--- src/rtl/mem_arb_pkg.sv ---
// Shared constants and port identifiers for the main_memory arbiter.
package mem_arb_pkg;

    localparam int MEM_ADDR_W = 5;
    localparam int MEM_DATA_W = 16;

    typedef enum logic {
        PORT_IFETCH = 1'b0,
        PORT_LSU    = 1'b1
    } port_id_t;

endpackage

--- src/rtl/mem_arbiter_rr_pick2.sv ---
// Two-way picker: round-robin against the last winner, or fixed priority to port 0.
module rr_pick2
    import mem_arb_pkg::*;
(
    input  logic [1:0] req,
    input  port_id_t   last_grant,
    input  logic       fixed_prio,
    output logic [1:0] gnt_onehot
);

    always_comb begin
        gnt_onehot = 2'b00;
        case (req)
            2'b01: gnt_onehot = 2'b01;
            2'b10: gnt_onehot = 2'b10;
            2'b11: begin
                // On contention the port that did not win last time goes next.
                if (fixed_prio || (last_grant == PORT_LSU)) begin
                    gnt_onehot = 2'b01;
                end else begin
                    gnt_onehot = 2'b10;
                end
            end
            default: gnt_onehot = 2'b00;
        endcase
    end

endmodule

--- src/rtl/mem_arbiter.sv ---
// Shares the single-port main_memory between instruction fetch (port 0) and
// the load/store unit (port 1); read data returns one cycle after the grant.
module mem_arbiter
    import mem_arb_pkg::*;
#(
    parameter int ADDR_W     = MEM_ADDR_W,
    parameter int DATA_W     = MEM_DATA_W,
    parameter int FIXED_PRIO = 0
) (
    input  logic              clock,
    input  logic              reset_n,

    input  logic              p0_req,
    input  logic              p0_we,
    input  logic [ADDR_W-1:0] p0_addr,
    input  logic [DATA_W-1:0] p0_wdata,
    output logic              p0_gnt,
    output logic              p0_rvalid,
    output logic [DATA_W-1:0] p0_rdata,

    input  logic              p1_req,
    input  logic              p1_we,
    input  logic [ADDR_W-1:0] p1_addr,
    input  logic [DATA_W-1:0] p1_wdata,
    output logic              p1_gnt,
    output logic              p1_rvalid,
    output logic [DATA_W-1:0] p1_rdata,

    output logic              mem_write,
    output logic [ADDR_W-1:0] mem_addr,
    output logic [DATA_W-1:0] mem_write_data,
    input  logic [DATA_W-1:0] mem_read_data
);

    port_id_t   last_grant;
    logic       rsp_valid;
    port_id_t   rsp_port;
    logic [1:0] pick;
    logic [1:0] gnt;
    logic       gnt_we;

    rr_pick2 u_pick (
        .req        ({p1_req, p0_req}),
        .last_grant (last_grant),
        .fixed_prio (FIXED_PRIO != 0),
        .gnt_onehot (pick)
    );

    // Grants are suppressed while reset is held so nothing reaches the memory.
    assign gnt    = pick & {2{reset_n}};
    assign p0_gnt = gnt[0];
    assign p1_gnt = gnt[1];

    always_comb begin
        mem_write      = 1'b0;
        mem_addr       = '0;
        mem_write_data = '0;
        gnt_we         = 1'b0;
        if (gnt[0]) begin
            gnt_we    = p0_we;
            mem_write = p0_we;
            mem_addr  = p0_addr;
            if (p0_we) begin
                mem_write_data = p0_wdata;
            end
        end else if (gnt[1]) begin
            gnt_we    = p1_we;
            mem_write = p1_we;
            mem_addr  = p1_addr;
            if (p1_we) begin
                mem_write_data = p1_wdata;
            end
        end
    end

    always_ff @(posedge clock or negedge reset_n) begin
        if (!reset_n) begin
            last_grant <= PORT_LSU;
            rsp_valid  <= 1'b0;
            rsp_port   <= PORT_IFETCH;
        end else if (gnt != 2'b00) begin
            last_grant <= port_id_t'(gnt[1]);
            rsp_valid  <= ~gnt_we;
            rsp_port   <= port_id_t'(gnt[1]);
        end else begin
            rsp_valid  <= 1'b0;
        end
    end

    // The memory's output register already holds the data; steer it to the owner.
    assign p0_rvalid = rsp_valid && (rsp_port == PORT_IFETCH);
    assign p1_rvalid = rsp_valid && (rsp_port == PORT_LSU);
    assign p0_rdata  = p0_rvalid ? mem_read_data : '0;
    assign p1_rdata  = p1_rvalid ? mem_read_data : '0;

endmodule

--- config.mk ---
export PLATFORM = sky130hd
export DESIGN_NAME = mem_arbiter
export DESIGN_NICKNAME = d
export VERILOG_FILES = /design/src/rtl/mem_arb_pkg.sv /design/src/rtl/mem_arbiter_rr_pick2.sv /design/src/rtl/mem_arbiter.sv
export SDC_FILE = /design/constraint.sdc
export NUM_CORES = 1
export LEC_CHECK = 0
export CAP_MARGIN = 20
export CELL_PAD_IN_SITES_DETAIL_PLACEMENT = 1
export CELL_PAD_IN_SITES_GLOBAL_PLACEMENT = 1
export CORE_MARGIN = 2
export CORE_UTILIZATION = 30
export CTS_BUF_LIST = sky130_fd_sc_hd__clkbuf_16
export DETAILED_ROUTE_END_ITERATION = 6
export DONT_BUFFER_PORTS = 1
export HOLD_SLACK_MARGIN = 0.12
export PLACE_DENSITY = 0.79
export SLEW_MARGIN = 10
export SYNTH_ARGS = -nofsm -noshare
export SYNTH_HDL_FRONTEND = slang
export SYNTH_SLANG_ARGS = --single-unit
--- constraint.sdc ---
create_clock -name clock -period 1.2 [get_ports clock]
set_input_delay 0.06 -clock clock [delete_from_list [all_inputs] [get_ports clock]]
set_output_delay 0.06 -clock clock [all_outputs]
set_load 0.02 [all_outputs]
---- Word level (Yosys, flattened, before mapping) ----
Index checks and enable logic that the tools add are counted.
W data, S select, Z words.
storage, ports and cells
  word-level logic and storage cells ...... 25
  output and inout port bits .............. 58
  bits of input ports ..................... 64
  bits in registers ....................... 3
operators by class
  bitwise logic cells ..................... 3
  muxes and demuxes ....................... 13
  reduce and logical (&&, ||, !) cells .... 3
  equal/unequal tests ..................... 3
operators with widths
  cell                  count
  $mux W16              6
  $mux W5               2
  $pmux W2 S3           1
  $eq A2 B2 Y1 const B  2
  $mux W1               3
  $and A2 B2 Y2         1
  $eq A2 B1 Y1 const B  1
  $logic_and A1 B1 Y1   2
  $mux W2               1
  $not A1 Y1            2
  $reduce_bool A2 Y1    1

---- Depth between registers and ports, before layout ----
  depth in word-level cells ............... 7
  mapped depth ............................ 4
  gate-level depth less buffers ........... 3

---- By module ----
Synthesis repeated with hierarchy kept, for this count alone.
unflattened totals
  cells, all modules ...................... 93
  area total of the unflattened synthesis .. 683.2 um^2
modules (own cells, without submodules)
  module       cells each  seq. area each (um^2)  times used  area each (um^2)
  mem_arbiter  89          76.3                   1           660.6
  rr_pick2     4           0.0                    1           22.5

---- Worst setup path before layout ----
No wires, ideal clock.
  path type ............................... flip-flop to output port
  start point ............................. reg last_grant
  end point ............................... out mem_write_data[15]
  path slack .............................. -0.234 ns
  buffers on the path ..................... 0
  required time ........................... 1.140 ns
  data arrival time ....................... 1.374 ns
  stages on the path, launching flop included .. 4
  path through ............................ dfstp_2 inv_2 a21oi_2 a32o_1
on the way
  elaborated cells between the ends (all ways) .. 5
  those cells by class .................... mux (4); bitwise (1)
RTL lines
  item                      RTL line                    RTL
  start: declaration        mem_arbiter.sv:35           port_id_t last_grant;
  start signal: assignment  mem_arbiter.sv:82           last_grant <= port_id_t'(gnt[1]);
  $mux W2                   mem_arbiter_rr_pick2.sv:18  if (fixed_prio || (last_grant == PORT_LSU)) begin
  $pmux W2 S3               mem_arbiter_rr_pick2.sv:13  case (req)
  $and A2 B2 Y2             mem_arbiter.sv:50           assign gnt = pick & {2{reset_n}};
  net p0_gnt                mem_arbiter.sv:17           output logic p0_gnt,
  $mux W16                  mem_arbiter.sv:59           if (gnt[0]) begin
  end: declaration          mem_arbiter.sv:31           output logic [DATA_W-1:0] mem_write_data,
The timed path passes the listed nets, and every way through them passes these cells.

---- Final worst setup path ----
  start point ............................. reg last_grant
  end point ............................... out mem_write_data[2]
on the way
  longest elaborated chain between the ends .. 5
ends and longest elaborated chain
  item               RTL line                    RTL
  $mux W2 (*)        mem_arbiter_rr_pick2.sv:18
  $pmux W2 S3 (*)    mem_arbiter_rr_pick2.sv:13
  $and A2 B2 Y2 (*)  mem_arbiter.sv:50
  $mux W16           mem_arbiter.sv:66           end else if (gnt[1]) begin
  $mux W16 (*)       mem_arbiter.sv:59
Every way passes the cells marked *; elsewhere a longest branch is shown, timed or not.

==> out/qor.csv <==
metric,value,unit
Post-Syn Instances,79,
DR vias,763,
Synth Net Count,143,
failing checks,setup timing,
Clock transition at path regs,30,ps
Max Slew Vio Count,0,
Layout Cells excl Fill,124,
Placed Cells,114,
wire length per cell,22.5,µm
Rel. slew slack,83.0,%
GRT Util Overall,19.5,%
Final ANT Viol Nets,0,
chip width,50.1,µm
Max Root-Sink Buffers,2,
sum of buffers and inverters on the critical path,2,
CTS Sinks,3,
Synth Area per Inst,8.06,µm²
WP data required,1140,ps
PD cells,1200,nW/µm²
Initial Util,32.1,%
synthesized area,637,µm²
maximum clock rate,657,MHz
nets,162,
crit path kind,flop to output port,
combinational share of power,45.5,%
worst stage delay on the critical path,530,ps
most frequent cells in the layout,"and2_4, a22o_2, and3_1, buf_4, buf_6",
Cell Rows,16,
"FF+latch count, synth",3,
H-tree depth,1,
final instance area,1020,µm²
TritonCTS clock tree,done,
Max-cap violations,0,
Worst Tran Pin Value,252,ps
HPWL after DPL,2.10,mm
final wirelength,2.79,mm
Post-CTS Hold Fix Bufs,3,
Switching Share,36.3,%
asr flop ratio synth,100,%
Clock Power Share,43.2,%
final setup margin,-323,ps
"most common cell after layout, fill and taps aside",and2_4,
IO Count,122,
clock latency at the later pin of the worst-skew pair,220,ps
fraction of layout cells with a size suffix above 1,70.1,%
Final setup viols,26,
Leakage,0.510,nW
Switch Pwr,443,µW
overall die height,50.1,µm
Area growth syn-to-layout,60.1,%
Post-synth EDFFs,0,
initial antenna violation count,0,
"Distinct cells, synth",22,
Worst Path Max Fanout,6,
Fin. Hold Viols,0,
Most used DFF post-synth,dfrtp_1,
TritonRoute pass-1 iters,4,
Hold WC Path Type,primary input to flop,
gpl congestion,0.692,
VDD IR max,0.817,mV
Die Area,2510,µm²
Root Buffer,clkbuf_16,
pin count of the biggest net entering global routing,19,
crit path DAT,1460,ps
vias in the first global route,733,
DR iter-0 viols,8,
Vias/cell,6.15,
# port buffers,0,
CTS Buf Count,3,
internal power,777,µW
antenna cells,0,
core area,1980,µm²
sequential group share of total power,11.3,%
crit path cell chain,inv_2 > a211oi_4 > buf_4 > a22o_2,
Setup Skew,2.50,ps
CP endpoint kind,output port,
global-route wire length before repair,3.69,mm
hold slack,111,ps
status,finished with violations,
RSZ-0062 raised after global routing,true,
Synth warnings,0,
Post-route DRC,0,
placed inst area,753,µm²
total gr overflow,0,
Tmin final,1520,ps
Crit-path slowest cell,dfstp_2,
fin crit share,127,%
Worst path top cell family by delay,flip-flops,
crit start category,flop,
"Seq/Total Area, Yosys",12.0,%
-- stage by stage --
stage                     utilization, %  total power, mW  TNS, ps  setup slack [ps]
after floorplan                        -            0.489    -3130              -185
after global placement              38.0            0.572     -712             -67.7
after detailed placement            38.0            0.590    -1940              -112
after CTS                           47.3             1.18    -7140              -327
after global routing                51.5             1.27    -8240              -361
final                               51.5             1.22    -6810              -323
-- power groups by stage --
stage / Clock [mW] / Sequential, mW / Combinational [mW]
2_1_floorplan: 0 / 0.146 / 0.343
5_1_grt: 0.547 / 0.139 / 0.585
3_5_place_dp: 0 / 0.134 / 0.456
6_report: 0.527 / 0.137 / 0.555
4_1_cts: 0.528 / 0.134 / 0.513
3_3_place_gp: 0 / 0.131 / 0.441
-- cell families (layout without fill, tap and decap cells) --
| family | after synthesis | in the layout | share of synthesized area [%] |
|---|---|---|---|
| AND/OR/NAND/NOR | 39 | 39 | 37.3 |
| AO/OA/AOI/OAI | 28 | 28 | 42.8 |
| buffers and inverters | 9 | 27 | 7.86 |
| flip-flops | 3 | 3 | 12.0 |
-- final timing paths --
check	slack (ps)	to	start	cells after the start
max	-320	mem_write_data[2]	last_grant	4
min	110	rsp_port	p0_req	2
max reg2reg	-80	rsp_valid	last_grant	5
min reg2reg	770	rsp_port	rsp_port	3
max in group asynchronous	840	last_grant	reset_n	1
min in group asynchronous	120	rsp_valid	reset_n	1
-- layout make-up --
cell class,instances,area [µm²]
clock buffer,3,75.1
timing repair buffer,19,185
clock inverter,1,3.75
fill,227,962
inverter,4,15.0
multi-input combinational,67,631
tap,27,33.8
sequential,3,76.3
-- synth_stat cells, types with 2 or more instances --
cell / instances / area share [%]
a211oi_4: 2 / 6.3
a22o_1: 7 / 9.6
a22o_2: 13 / 20
and2_1: 17 / 17
and3_1: 16 / 16
buf_6: 2 / 3.5
clkbuf_1: 2 / 1.2
dfrtp_1: 2 / 7.9
inv_1: 3 / 1.8
nand2_1: 2 / 1.2
o21ai_0: 2 / 1.6
-- worst reg2reg max path: cells and delay by family (launching register included) --
| kind | cells | cell delay (ps) |
|---|---|---|
| AOI/OAI and AO/OA | 1 | 240 |
| buffers and inverters | 3 | 360 |
| DFF | 1 | 530 |
| and+or+nand+nor | 1 | 40 |
-- per-layer routing --
| layer | vias up | global-route usage (%) | wire, µm |
|---|---|---|---|
| li1 | 334 | - | - |
| met1 | 372 | 20.3 | 915 |
| met2 | 53 | 37.7 | 1630 |
| met3 | 4 | 3.94 | 193 |
| met4 | 0 | 6.94 | 47 |
| met5 | - | 0 | 0 |
-- sequential cells by signal (all words and copies together), names as in the netlist --
name and flops:
rsp_valid 1, last_grant 1, rsp_port 1
-- timing repair --
action	in CTS	in global routing
buffers inserted	2	2
cloned	0	1
endpoints found under the hold margin	6	1
pin swaps	1	19
endpoints found under the setup margin	41	54
resized for setup	25	35
(Power assumes the default switching activity.)
